===== src/rtl/fir4_out_decim_fifo_if.sv =====
// Stream bundle for the FIR output stage: sample input side and FIFO output side.
interface fir4_out_decim_fifo_if #(
   parameter int W     = 16,
   parameter int DEPTH = 8
);
   logic                   in_valid;
   logic [W+1:0]           in_data;
   logic                   out_valid;
   logic                   out_ready;
   logic [W-1:0]           out_data;
   logic [$clog2(DEPTH):0] count;
   logic                   overflow;

   modport master (
      output in_valid, in_data, out_ready,
      input  out_valid, out_data, count, overflow
   );

   modport slave (
      input  in_valid, in_data, out_ready,
      output out_valid, out_data, count, overflow
   );
endinterface


===== src/rtl/fir4_out_decim_fifo.sv =====
// FIR output stage: drop pipeline-fill samples, divide by 4 with rounding,
// decimate by DEC and queue results in a DEPTH-entry valid/ready FIFO.
module fir4_out_decim_fifo #(
   parameter int W     = 16,
   parameter int DEC   = 2,
   parameter int DEPTH = 8,
   parameter int SKIP  = 5
) (
   input  logic                   clk,
   input  logic                   reset,
   input  logic                   clr,
   fir4_out_decim_fifo_if.slave   bus
);
   localparam int AW = $clog2(DEPTH);
   localparam int PW = (DEC > 1) ? $clog2(DEC) : 1;
   localparam int SW = (SKIP > 0) ? $clog2(SKIP + 1) : 1;

   typedef enum logic {S_SKIP, S_RUN} state_t;
   // With nothing to skip the stage starts producing immediately.
   localparam state_t S_INIT = (SKIP == 0) ? S_RUN : S_SKIP;

   state_t          state, state_n;
   logic [PW-1:0]   phase, phase_n;
   logic [SW-1:0]   skip_cnt, skip_cnt_n;
   logic            keep;

   logic [W+2:0]    sum;
   logic [W-1:0]    r;

   logic            stage_vld;
   logic [W-1:0]    stage_data;

   logic [W-1:0]    mem [DEPTH];
   logic [AW:0]     wr_ptr, rd_ptr;
   logic            full, empty, pop, wr_en;

   assign sum = {1'b0, bus.in_data} + (W+3)'(2);
   assign r   = W'(sum >> 2);

   always_comb begin
      state_n    = state;
      phase_n    = phase;
      skip_cnt_n = skip_cnt;
      keep       = 1'b0;
      if (bus.in_valid) begin
         case (state)
            S_SKIP: begin
               skip_cnt_n = skip_cnt + 1'b1;
               if (skip_cnt == SW'(SKIP - 1)) state_n = S_RUN;
            end
            S_RUN: begin
               keep    = (phase == '0);
               phase_n = (phase == PW'(DEC - 1)) ? '0 : phase + 1'b1;
            end
            default: ;
         endcase
      end
   end

   // Extra pointer MSB distinguishes full from empty when low bits match.
   assign empty = (wr_ptr == rd_ptr);
   assign full  = (wr_ptr[AW] != rd_ptr[AW]) && (wr_ptr[AW-1:0] == rd_ptr[AW-1:0]);
   assign pop   = !empty && bus.out_ready;
   assign wr_en = stage_vld && (!full || pop);

   assign bus.out_valid = !empty;
   assign bus.count     = wr_ptr - rd_ptr;
   assign bus.out_data  = mem[rd_ptr[AW-1:0]];

   always_ff @(posedge clk or negedge reset) begin
      if (!reset) begin
         state        <= S_INIT;
         phase        <= '0;
         skip_cnt     <= '0;
         stage_vld    <= 1'b0;
         stage_data   <= '0;
         wr_ptr       <= '0;
         rd_ptr       <= '0;
         bus.overflow <= 1'b0;
      end else if (clr) begin
         state        <= S_INIT;
         phase        <= '0;
         skip_cnt     <= '0;
         stage_vld    <= 1'b0;
         wr_ptr       <= '0;
         rd_ptr       <= '0;
         bus.overflow <= 1'b0;
      end else begin
         state     <= state_n;
         phase     <= phase_n;
         skip_cnt  <= skip_cnt_n;
         stage_vld <= keep;
         if (keep) stage_data <= r;
         if (wr_en) wr_ptr <= wr_ptr + 1'b1;
         if (pop)   rd_ptr <= rd_ptr + 1'b1;
         if (stage_vld && full && !pop) bus.overflow <= 1'b1;
      end
   end

   // Storage has no reset; contents are only meaningful between the pointers.
   always_ff @(posedge clk) begin
      if (wr_en && !clr) mem[wr_ptr[AW-1:0]] <= stage_data;
   end
endmodule


===== src/flat_wrapper.sv =====
// flat-port wrapper written by rule: the top's interface ports become plain ports
module fir4_out_decim_fifo_flat 
#(
   parameter int W     = 16,
   parameter int DEC   = 2,
   parameter int DEPTH = 8,
   parameter int SKIP  = 5
)
  (clk, reset, clr, bus_in_valid, bus_in_data, bus_out_ready, bus_out_valid, bus_out_data, bus_count, bus_overflow);
  fir4_out_decim_fifo_if #(.W(W), .DEPTH(DEPTH)) bus_i ();
  input  logic clk;
  input  logic reset;
  input  logic clr;
  input wire logic [$bits(bus_i.in_valid)-1:0] bus_in_valid;
  input wire logic [$bits(bus_i.in_data)-1:0] bus_in_data;
  input wire logic [$bits(bus_i.out_ready)-1:0] bus_out_ready;
  output wire logic [$bits(bus_i.out_valid)-1:0] bus_out_valid;
  output wire logic [$bits(bus_i.out_data)-1:0] bus_out_data;
  output wire logic [$bits(bus_i.count)-1:0] bus_count;
  output wire logic [$bits(bus_i.overflow)-1:0] bus_overflow;
  assign bus_i.in_valid = bus_in_valid;
  assign bus_i.in_data = bus_in_data;
  assign bus_i.out_ready = bus_out_ready;
  assign bus_out_valid = bus_i.out_valid;
  assign bus_out_data = bus_i.out_data;
  assign bus_count = bus_i.count;
  assign bus_overflow = bus_i.overflow;
  fir4_out_decim_fifo #(.W(W), .DEC(DEC), .DEPTH(DEPTH), .SKIP(SKIP)) u_core (.clk(clk), .reset(reset), .clr(clr), .bus(bus_i));
endmodule

===== config.mk =====
export PLATFORM = sky130hd
export DESIGN_NAME = fir4_out_decim_fifo_flat
export DESIGN_NICKNAME = d
export VERILOG_FILES = /design/src/rtl/fir4_out_decim_fifo_if.sv /design/src/rtl/fir4_out_decim_fifo.sv /design/src/flat_wrapper.sv
export SDC_FILE = /design/constraint.sdc
export NUM_CORES = 1
export LEC_CHECK = 0
export BUFFER_PORTS_ARGS = -buffer_cell sky130_fd_sc_hd__buf_2
export CAP_MARGIN = 15
export CORE_UTILIZATION = 60
export CTS_CLUSTER_SIZE = 28
export DETAILED_ROUTE_END_ITERATION = 8
export GPL_TIMING_DRIVEN = 0
export PLACE_DENSITY_LB_ADDON = 0.05
export SKIP_CTS_REPAIR_TIMING = 1
export SLEW_MARGIN = 20
export SYNTH_ARGS = -nofsm -noshare
export SYNTH_HDL_FRONTEND = slang
export SYNTH_SLANG_ARGS = --single-unit

===== constraint.sdc =====
create_clock -name clk -period 5.8 [get_ports clk]
set_input_delay 0.87 -clock clk [delete_from_list [all_inputs] [get_ports clk]]
set_output_delay 0.87 -clock clk [all_outputs]
set_load 0.01 [all_outputs]

==> out/qor.json <==
{
  "ys_async_sr_fraction": {"value": 0.1950},
  "overflow": {"value": 0},
  "final_min_period_over_clock_period": {"value": 0.7564},
  "slew-limit-headroom": {"value": 0.4770},
  "netlist_area_before_placement": {"value": 0.006619, "unit": "mm2"},
  "post-synth-top-area-fraction": {"value": 0.5807},
  "reg2reg_depth": {"value": 10},
  "report.final.hold_viol_count": {"value": 0},
  "drv_cap": {"value": 0},
  "ys_seq_elements": {"value": 159},
  "via_count": {"value": 3761},
  "worst_path_largest_cell_delay": {"value": 550, "unit": "ps"},
  "number_of_antenna_violations_at_the_first_check_in_global_routing": {"value": 0},
  "clk_pin_slew_worst_paths": {"value": 60, "unit": "ps"},
  "crit_start": {"value": "u_core.rd_ptr[2]"},
  "grt.total_usage": {"value": 0.2567},
  "grt_pass1_vias": {"value": 3742},
  "setup_ws": {"value": 1413, "unit": "ps"},
  "static-leakage-power": {"value": 2.889, "unit": "nW"},
  "die_height": {"value": 107.0, "unit": "um"},
  "min_period": {"value": 4387, "unit": "ps"},
  "coreArea": {"value": 0.01051, "unit": "mm2"},
  "syn_area_per_cell": {"value": 16.10, "unit": "um2"},
  "tightest_slew": {"value": 784.5, "unit": "ps"},
  "r2r_path_end": {"value": "u_core.mem[4][15]"},
  "route.antenna.remaining_nets": {"value": 0},
  "initial_core_util": {"value": 0.6298},
  "final-max-slew-violation-count": {"value": 0},
  "power_density_over_the_cells": {"value": 308.8, "unit": "mW/mm2"},
  "vdd_ir_drop_max": {"value": 0.2246, "unit": "mV"},
  "synthCells": {"value": 411},
  "p_switching": {"value": 0.4973, "unit": "mW"},
  "drt_iter0_drc": {"value": 312},
  "regToRegSetupSlack": {"value": 1640, "unit": "ps"},
  "number_of_antenna_diodes": {"value": 0},
  "outcome": {"value": "completed"},
  "path_max_fanout": {"value": 10},
  "dpl_worst_slack": {"value": 1627, "unit": "ps"},
  "port-buffer-count": {"value": 42},
  "placementRows": {"value": 37},
  "clk_path_buf_depth": {"value": 2},
  "timing.critical_path.cells": {"value": "clkbuf_1, clkinv_1, clkbuf_1, ha_1, nand3_1, or2_2, buf_2"},
  "final.setup_skew": {"value": 7.578, "unit": "ps"},
  "critical_path_class": {"value": "register to primary output"},
  "cp.arrival": {"value": 3520, "unit": "ps"},
  "postPlaceCellArea": {"value": 0.007177, "unit": "mm2"},
  "layout-drive-gt1-share": {"value": 0.2874},
  "place.gp.congestion": {"value": 0.8212},
  "net_count_synth": {"value": 443},
  "grt_setup_unrepaired": {"value": "false"},
  "fin_nets": {"value": 520},
  "dpl.hpwl": {"value": 9.072, "unit": "mm"},
  "worst_setup_path_end_kind": {"value": "primary output"},
  "clkSinkCount": {"value": 159},
  "grtUsageMet1": {"value": 0.3471},
  "globalRoute.busiestLayer": {"value": "met2"},
  "synth_largest_area_cell": {"value": "sky130_fd_sc_hd__edfxtp_1"},
  "post_drt_via_cell_ratio": {"value": 5.904},
  "edff_count_synth": {"value": 128},
  "max_freq": {"value": 227.9, "unit": "MHz"},
  "drcViolationCount": {"value": 0},
  "cts.root.buffer_cell": {"value": "sky130_fd_sc_hd__clkbuf_8"},
  "clock_latency_at_the_later_pin_of_the_worst_skew_pair": {"value": 530, "unit": "ps"},
  "crit_path_start_kind": {"value": "register"},
  "groute.layer.met3.usage": {"value": 0.06140},
  "cp.required": {"value": 4930, "unit": "ps"},
  "cpMaxStageDelayCell": {"value": "sky130_fd_sc_hd__clkinv_1"},
  "syn_to_final_growth": {"value": 16.90, "unit": "%"},
  "worstSetupEndpoint": {"value": "bus_out_valid"},
  "seqPwrFrac": {"value": 0.539},
  "switching_share": {"value": 0.2082},
  "die_area": {"value": 0.01146, "unit": "mm2"},
  "path_buf_inv": {"value": 4},
  "crit_path_frequent_cell": {"value": "sky130_fd_sc_hd__clkbuf_1"},
  "inserted_clock_buffers": {"value": 17},
  "post_drt_wl_per_cell": {"value": 20.70, "unit": "um"},
  "regToRegStartpoint": {"value": "u_core.rd_ptr[2]"},
  "final_instance_area": {"value": 0.007737, "unit": "mm2"},
  "drt_pass1_iterations": {"value": 5},
  "grt_pass1_wl": {"value": 20.50, "unit": "mm"},
  "synthTopCellsByArea": {"value": "sky130_fd_sc_hd__edfxtp_1 (58%), sky130_fd_sc_hd__dfrtp_1 (12%), sky130_fd_sc_hd__mux4_2 (11%)"},
  "cellInternalPower": {"value": 1.892, "unit": "mW"},
  "ys_warn_count": {"value": 0},
  "grt_util_met2": {"value": 0.4092},
  "die_w": {"value": 107.0, "unit": "um"},
  "timing.critical_path.depth": {"value": 7},
  "drt_wl_total": {"value": 13.19, "unit": "mm"},
  "setup_viol": {"value": 0},
  "share_clk_of_total_power": {"value": 0.439},
  "clock_tree_from_tritoncts": {"value": "yes"},
  "ys_types": {"value": 43},
  "combPwrFrac": {"value": 0.021},
  "cell_type_group_with_the_largest_total_delay_on_the_critical_path": {"value": "buffers and inverters"},
  "leading_register_cell_type_out_of_synthesis": {"value": "sky130_fd_sc_hd__edfxtp_1"},
  "holdCritPathClass": {"value": "input port to asynchronous set/reset pin"},
  "boundaryPins": {"value": 45},
  "hold-worst-slack": {"value": 371.5, "unit": "ps"},
  "sequential_area_share_after_synthesis": {"value": 0.6979},
  "htreeDepth": {"value": 4},
  "grt_start_max_net_pins": {"value": 32}
}
-- worst reg2reg max path: stages, from the launching register on --
cell                       delay [ps]
sky130_fd_sc_hd__dfrtp_1          320
sky130_fd_sc_hd__clkbuf_1         450
sky130_fd_sc_hd__clkinv_1         550
sky130_fd_sc_hd__clkbuf_1         440
sky130_fd_sc_hd__ha_1             450
sky130_fd_sc_hd__nand3_1          290
sky130_fd_sc_hd__nor3_2           140
sky130_fd_sc_hd__or3_1            410
sky130_fd_sc_hd__nor3_2           460
sky130_fd_sc_hd__buf_6            230
sky130_fd_sc_hd__buf_6            150
-- power groups by stage --
stage	Sequential, mW	Clock, mW	Combinational [mW]
after CTS	1.29	1.06	0.0518
after global placement	1.31	0	0.0498
after detailed placement	1.31	0	0.0515
after global routing	1.29	1.10	0.0580
final	1.29	1.05	0.0511
after floorplan	1.30	0	0.0282
-- stage by stage --
| stage | power [mW] | utilization | std cells | TNS (ps) |
|---|---|---|---|---|
| 5_1_grt | 2.453 | 0.7363 | 637 | 0 |
| 6_report | 2.389 | 0.7363 | 637 | 0 |
| 2_1_floorplan | 1.326 | - | 411 | 0 |
| 3_3_place_gp | 1.358 | 0.6660 | 589 | -10370 |
| 3_5_place_dp | 1.363 | 0.6829 | 605 | 0 |
| 4_1_cts | 2.394 | 0.7363 | 637 | 0 |
-- cell families after synthesis --
group | synth area share
xor gates and xnor gates | 0.03686
and+or+nand+nor | 0.09036
buffers and inverters | 0.01909
adders and majority gates | 0.01815
DFF | 0.6979
muxes | 0.1136
AOI/OAI and AO/OA | 0.02401
-- placed cells by master (no fill, tap or decap), types with 3 or more instances in the layout --
master,Yosys,final
sky130_fd_sc_hd__nand4_1,5,5
sky130_fd_sc_hd__clkbuf_1,6,8
sky130_fd_sc_hd__mux4_2,32,32
sky130_fd_sc_hd__ha_1,8,8
sky130_fd_sc_hd__nor2_1,33,31
sky130_fd_sc_hd__inv_1,10,10
sky130_fd_sc_hd__dfrtp_1,31,31
sky130_fd_sc_hd__nand2_1,56,56
sky130_fd_sc_hd__buf_6,1,7
sky130_fd_sc_hd__buf_4,3,8
sky130_fd_sc_hd__nor3_2,1,5
sky130_fd_sc_hd__clkinvlp_4,0,4
sky130_fd_sc_hd__nand3_1,6,6
sky130_fd_sc_hd__edfxtp_1,128,128
sky130_fd_sc_hd__a21oi_1,18,18
sky130_fd_sc_hd__nor4_2,1,3
sky130_fd_sc_hd__clkbuf_16,0,16
sky130_fd_sc_hd__xor2_1,10,10
sky130_fd_sc_hd__nor4_1,8,6
sky130_fd_sc_hd__buf_2,5,51
sky130_fd_sc_hd__xnor2_1,16,16
-- metal layers --
metal	vias to the layer above	routed length, um
met5	-	0
met4	0	198
met3	19	848
met2	131	6575
met1	1899	5565
li1	1712	-
-- state kept, by name (all words and copies together), names as in the netlist, 3 cells and up --
signal and count:
u_core.rd_ptr 4, u_core.stage_data 16, u_core.mem 128, u_core.wr_ptr 4, u_core.skip_cnt 3
-- cells in the mapped netlist, types with 3 or more instances --
cell                       number
sky130_fd_sc_hd__edfxtp_1     128
sky130_fd_sc_hd__nor4_1         8
sky130_fd_sc_hd__nor3_1         6
sky130_fd_sc_hd__dfrtp_1       31
sky130_fd_sc_hd__nand3_1        6
sky130_fd_sc_hd__nor2_1        33
sky130_fd_sc_hd__inv_1         10
sky130_fd_sc_hd__mux4_2        32
sky130_fd_sc_hd__xor2_1        10
sky130_fd_sc_hd__clkbuf_1       6
sky130_fd_sc_hd__buf_4          3
sky130_fd_sc_hd__a21oi_1       18
sky130_fd_sc_hd__nand2_1       56
sky130_fd_sc_hd__buf_2          5
sky130_fd_sc_hd__ha_1           8
sky130_fd_sc_hd__xnor2_1       16
sky130_fd_sc_hd__nand4_1        5
-- cell type report --
type,instances,area [um2]
inverter,11,41.29
buffer,16,85.08
clock buffer,19,421.7
sequential,159,4619
timing repair buffer,58,350.3
multi-input combinational,225,1911
fill,636,2771
clock inverter,13,138.9
tap,136,170.2
-- how the worst min path moves through the flow --
| stage | end | depth (start not counted) | from | slack [ps] |
|---|---|---|---|---|
| 3_3_place_gp | u_core.bus.overflow | 2 | u_core.bus.overflow | 500 |
| 3_5_place_dp | u_core.bus.overflow | 2 | u_core.bus.overflow | 490 |
| 2_1_floorplan | u_core.state | 2 | u_core.state | 490 |
| 6_report | u_core.skip_cnt[0] | 1 | reset | 370 |
| 4_1_cts | u_core.skip_cnt[1] | 1 | reset | 380 |
| 5_1_grt | u_core.skip_cnt[1] | 1 | reset | 420 |
Power figures use the tool's default switching activity.
